[src/rtl/digit_scan_mux_pkg.sv]
// Shared types and constants for the 7-segment digit scan driver.
package digit_scan_mux_pkg;

    typedef logic [3:0] digit_t;

    localparam digit_t BCD_MAX   = 4'd9;
    localparam logic   ANODE_OFF = 1'b1;

    // Width of a counter that has to hold the values 0..n-1. It never returns
    // less than 1 bit.
    function automatic int idx_width(input int n);
        return (n > 1) ? $clog2(n) : 1;
    endfunction

endpackage

[src/rtl/digit_scan_mux_lz_mask.sv]
// Blank mask for a bank of packed BCD digits. Invalid codes are blanked.
// When lzb_i is set, leading zeros are also blanked, but digit 0 always stays lit.
module digit_scan_mux_lz_mask
    import digit_scan_mux_pkg::*;
#(
    parameter int NUM_DIGITS = 8
) (
    input  logic [4*NUM_DIGITS-1:0] digits_i,
    input  logic                    lzb_i,
    output logic [NUM_DIGITS-1:0]   blank_o
);

    logic   upper_zero;
    digit_t code;

    always_comb begin
        // NOTE: every variable written here gets a default first, so no path can infer a latch.
        blank_o    = '0;
        upper_zero = 1'b1;
        code       = '0;
        for (int k = NUM_DIGITS - 1; k >= 0; k--) begin
            code = digits_i[4*k +: 4];
            // NOTE: blocking '=' is deliberate: upper_zero must pass each digit's result down to the next lower one.
            upper_zero = upper_zero && (code == 4'd0);
            blank_o[k] = (code > BCD_MAX) || (lzb_i && upper_zero && (k != 0));
        end
    end

endmodule

[src/rtl/digit_scan_mux.sv]
// Time-multiplexed scan driver for common-anode 7-segment digits. New values
// are held in a shadow register and move to the display only at frame wrap.
module digit_scan_mux
    import digit_scan_mux_pkg::*;
#(
    parameter int NUM_DIGITS  = 8,
    parameter int REFRESH_DIV = 100000
) (
    input  logic                    iClk,
    input  logic                    iRst_n,
    input  logic                    iLoad,
    input  logic [4*NUM_DIGITS-1:0] iDigits,
    input  logic                    iLzb,
    output logic [3:0]              oDigit,
    output logic [NUM_DIGITS-1:0]   oAnode,
    output logic                    oPending,
    output logic                    oFrame
);

    localparam int IW = idx_width(NUM_DIGITS);
    localparam int CW = idx_width(REFRESH_DIV);
    localparam logic [IW-1:0] IDX_LAST = IW'(NUM_DIGITS - 1);
    localparam logic [CW-1:0] DIV_LAST = CW'(REFRESH_DIV - 1);

    logic [CW-1:0]           div_cnt_q, div_cnt_d;
    logic [IW-1:0]           idx_q, idx_d;
    logic [4*NUM_DIGITS-1:0] display_q, display_d;
    logic [4*NUM_DIGITS-1:0] shadow_q, shadow_d;
    logic                    pending_q, pending_d;
    digit_t                  digit_q, digit_d;
    logic [NUM_DIGITS-1:0]   anode_q, anode_d;
    logic                    frame_q, frame_d;

    logic [NUM_DIGITS-1:0]   blank;
    digit_t                  disp_digits [NUM_DIGITS];
    logic                    terminal;
    logic                    wrap;

    digit_scan_mux_lz_mask #(
        .NUM_DIGITS (NUM_DIGITS)
    ) u_lz_mask (
        .digits_i (display_q),
        .lzb_i    (iLzb),
        .blank_o  (blank)
    );

    always_comb begin
        for (int k = 0; k < NUM_DIGITS; k++) begin
            disp_digits[k] = display_q[4*k +: 4];
        end
    end

    assign terminal = (div_cnt_q == DIV_LAST);
    assign wrap     = terminal && (idx_q == IDX_LAST);

    always_comb begin
        div_cnt_d = terminal ? '0 : div_cnt_q + 1'b1;
        idx_d     = idx_q;
        if (terminal) begin
            idx_d = (idx_q == IDX_LAST) ? '0 : idx_q + 1'b1;
        end

        display_d = display_q;
        shadow_d  = shadow_q;
        pending_d = pending_q;
        // A load on the wrap cycle skips the shadow and takes effect this frame.
        if (wrap) begin
            if (iLoad) begin
                display_d = iDigits;
                shadow_d  = iDigits;
            end else if (pending_q) begin
                display_d = shadow_q;
            end
            pending_d = 1'b0;
        end else if (iLoad) begin
            shadow_d  = iDigits;
            pending_d = 1'b1;
        end

        digit_d = disp_digits[idx_q];
        anode_d = {NUM_DIGITS{ANODE_OFF}};
        if (!blank[idx_q]) begin
            anode_d[idx_q] = ~ANODE_OFF;
        end
        frame_d = wrap;
    end

    // NOTE: reset is synchronous, so it is tested inside the clocked branch and stays out of the sensitivity list.
    always_ff @(posedge iClk) begin
        if (!iRst_n) begin
            div_cnt_q <= '0;
            idx_q     <= '0;
            display_q <= '0;
            shadow_q  <= '0;
            pending_q <= 1'b0;
            digit_q   <= '0;
            anode_q   <= {NUM_DIGITS{ANODE_OFF}};
            frame_q   <= 1'b0;
        end else begin
            // NOTE: non-blocking '<=' for all state, so every register samples the values from before the edge.
            div_cnt_q <= div_cnt_d;
            idx_q     <= idx_d;
            display_q <= display_d;
            shadow_q  <= shadow_d;
            pending_q <= pending_d;
            digit_q   <= digit_d;
            anode_q   <= anode_d;
            frame_q   <= frame_d;
        end
    end

    assign oDigit   = digit_q;
    assign oAnode   = anode_q;
    assign oPending = pending_q;
    assign oFrame   = frame_q;

endmodule
[config.mk]
export PLATFORM = sky130hd
export DESIGN_NAME = digit_scan_mux
export DESIGN_NICKNAME = d
export VERILOG_FILES = /design/src/rtl/digit_scan_mux_pkg.sv /design/src/rtl/digit_scan_mux_lz_mask.sv /design/src/rtl/digit_scan_mux.sv
export SDC_FILE = /design/constraint.sdc
export NUM_CORES = 1
export LEC_CHECK = 0
export ABC_AREA = 0
export BUFFER_PORTS_ARGS = -buffer_cell sky130_fd_sc_hd__clkbuf_2
export CORE_ASPECT_RATIO = 0.5
export CORE_MARGIN = 2
export CORE_UTILIZATION = 50
export CTS_BUF_LIST = sky130_fd_sc_hd__clkbuf_8
export DETAILED_ROUTE_END_ITERATION = 16
export GPL_ROUTABILITY_DRIVEN = 0
export GPL_TIMING_DRIVEN = 0
export PLACE_DENSITY = 0.73
export SLEW_MARGIN = 10
export SYNTH_ARGS = -nofsm -noshare
export SYNTH_HDL_FRONTEND = slang
export SYNTH_SLANG_ARGS = --single-unit
[constraint.sdc]
create_clock -name iClk -period 2.8 [get_ports iClk]
set_input_delay 0.28 -clock iClk [delete_from_list [all_inputs] [get_ports iClk]]
set_output_delay 0.28 -clock iClk [all_outputs]
set_load 0.1 [all_outputs]
==> run summary <==
fillcell total: 712
gr ovfl total: 0
Die Wd: 134.9 µm
worst vdd ir: 0.0002388 V
Worst Tran Pin Value: 0.5663 ns
Post-Syn Area: 4285 µm²
final-stage net count: 500
proportion of layout cells with a drive suffix above 1: 0.2575
final setup fails: 0
worst path cell trace: ha_1 -> buf_2 -> and4_1 -> nand4_2 -> nor2_4 -> buf_6 -> mux2_2
warnings from Yosys: 0
first-pass GRT wire length: 14.23 mm
post-synthesis simple-gate area fraction: 0.2377
RSZ-0062 raised after global routing: no
Worst Skew: 0.01403 ns
Seq cells post-synth: 98
Leakage: 2.042 nW
CTS Buf Count: 9
Hold Crit Class: primary input to register
CP Buf/Inv Count: 2
Synth Area in Adders: 0.008759
post-cts sizing count: 0
die area: 9373 µm²
final hold slack: 0.2146 ns
period utilization: 0.7968
status: finished, final reports clean
multi-input gate area in the final layout: 2191 µm²
PortBufs: 47
max-slew violations: 0
hold_buf cts: 0
antenna cells: 0
Cell Pwr Density: 506.2 nW/µm²
crit path time final: 2.231 ns
fin worst setup slack: 0.5691 ns
Clock Latency Late Sink: 0.37 ns
vias in the first global route: 2740
Final Hold Fails: 0
antenna violations before repair: 0
critical path's largest stage delay: 0.43 ns
largest net degree at the start of global routing: 17
top_reg_cell synth: dfxtp_1
Core Box Area: 8144 µm²
most frequent cells in the layout: dfxtp_1, clkbuf_2, nor2b_1
register area share after synthesis: 0.4578
Iteration-0 DRC Markers: 209
reg2reg setup slack: 0.57 ns
row count: 23
Avg Inst Size Synth: 10.63 µm²
root buf cell: clkbuf_8
largest family of logic cells by synthesized area: simple AND/OR/NAND/NOR gates
routed wire length: 8.580 mm
Pre-Repair DR Iteration Count: 4
max_slew headroom: 0.6195
register area: 1962 µm²
Post-synth EDFFs: 0
fin cells: 578
fmax: 0.4482 GHz
most common cell after layout, fill and taps aside: dfxtp_1
setup TNS: 0 ns
Clock Sinks: 98
placed cells: 562
pre-CTS WS: 0.6000 ns
Layout area overhead: 13.20%
clk slew on worst S/H paths: 0.10 ns
CP top delay family: simple AND/OR/NAND/NOR gates
critical path endpoint category: register
Antenna Nets Post-Route: 0
Routed wire per std cell: 14.84 µm
worst path arrival time: 2.49 ns
H-tree levels: 3
top-level port count: 50
Worst Setup Path Type: register to register
Longest Clk Path Bufs: 2
DP HPWL: 6.264 mm
vias: 3036
Cells after Synth: 403
setup bufs post-CTS: 0
Slowest-stage cell, CP: dfxtp_1
XOR/XNOR Fraction of Synth Area: 0.02453
crit-path max FO: 10
PnR Total Power: 2.455 mW
synth unique cells: 47
startpoint types: register
Residual DRC: 0
Global Route Usage Sum: 0.1934
Compound-Gate Fraction of Synth Area: 0.04321
Critical Path RT: 3.06 ns
max_cap viols: 0
via/cell ratio: 5.253
post-synthesis mux area share: 0.1971
CTS tree: yes
ys async rst share: 0
Die Height: 69.47 µm
Net Count, Synth: 442
Initial Utilization: 0.5262
## cell type report
type	count	share of cell area
Clock inverter	5	0.007996
Sequential cell	98	0.4044
Timing Repair Buffer	47	0.04849
Buffer	25	0.02734
Tap cell	112	0.02889
Multi-Input combinational cell	280	0.4516
Clock buffer	11	0.03121
## worst reg2reg max path, delay by kind of cell, from the launching register on
kind                     cells  cell delay (ns)
multiplexers                 1             0.35
flip-flops                   1             0.43
adder cells (fa/ha/maj)      1             0.17
AND/OR/NAND/NOR              3             0.78
buffers and inverters        2             0.40
## report_power, final
| part | leakage (nW) | switching, mW | internal, mW | total [mW] |
|---|---|---|---|---|
| logic | 1.15 | 0.0849 | 0.0662 | 0.151 |
| clock network | 0.0955 | 0.493 | 0.375 | 0.867 |
| registers | 0.797 | 0.0122 | 1.42 | 1.44 |
| total | 2.04 | 0.590 | 1.87 | 2.46 |
## worst paths after layout
kind | from | cells past startpoint | end
worst max-delay path | div_cnt_q[0] | 7 | display_q[9]
worst min-delay path | iDigits[13] | 3 | shadow_q[13]
worst max register to register | div_cnt_q[0] | 7 | display_q[9]
worst min register to register | div_cnt_q[0] | 1 | div_cnt_q[0]
## cells in the mapped netlist, drive strengths merged (4+ instances only)
library cell	n	area, µm²
and3	4	25.02
mux4	5	112.6
dfxtp	98	1962
nand3	9	50.05
nand2	16	60.06
mux2	33	371.6
or4	5	37.54
clkbuf	13	48.80
or3	4	25.02
nor2	16	67.56
buf	12	83.82
nand4	9	62.56
o21ai	12	60.05
mux2i	36	360.4
and2	36	225.2
xor2	9	78.83
a21oi	6	30.03
and4	5	43.79
nor2b	38	237.7
## cell families (layout without fill, tap and decap cells)
group,after synthesis,count (layout)
XOR/XNOR,12,12
buffers and inverters,25,88
flip-flops,98,98
multiplexers,74,74
AND/OR/NAND/NOR,161,161
adder cells (fa/ha/maj),3,3
AO/OA/AOI/OAI,30,30
## registers in the layout, summed over array words and instances (netlist names)
register,flops
display_q,32
div_cnt_q,17
oDigit,4
oAnode,8
oPending,1
idx_q,3
oFrame,1
shadow_q,32
## layer usage
layer | wire, µm | global-route usage
met5 | 0 | 0
met1 | 4442 | 0.2868
met3 | 480 | 0.05409
met2 | 3504 | 0.2685
met4 | 153 | 0.06316
## stage by stage
step,instance area [µm²],util
final,4851,0.5956
after global routing,4851,0.5956
after CTS,4851,0.5956
after detailed placement,4661,0.5723
after global placement,4661,0.5723
after floorplan,4285,-
Note: power is estimated with default switching activity, not from simulation.
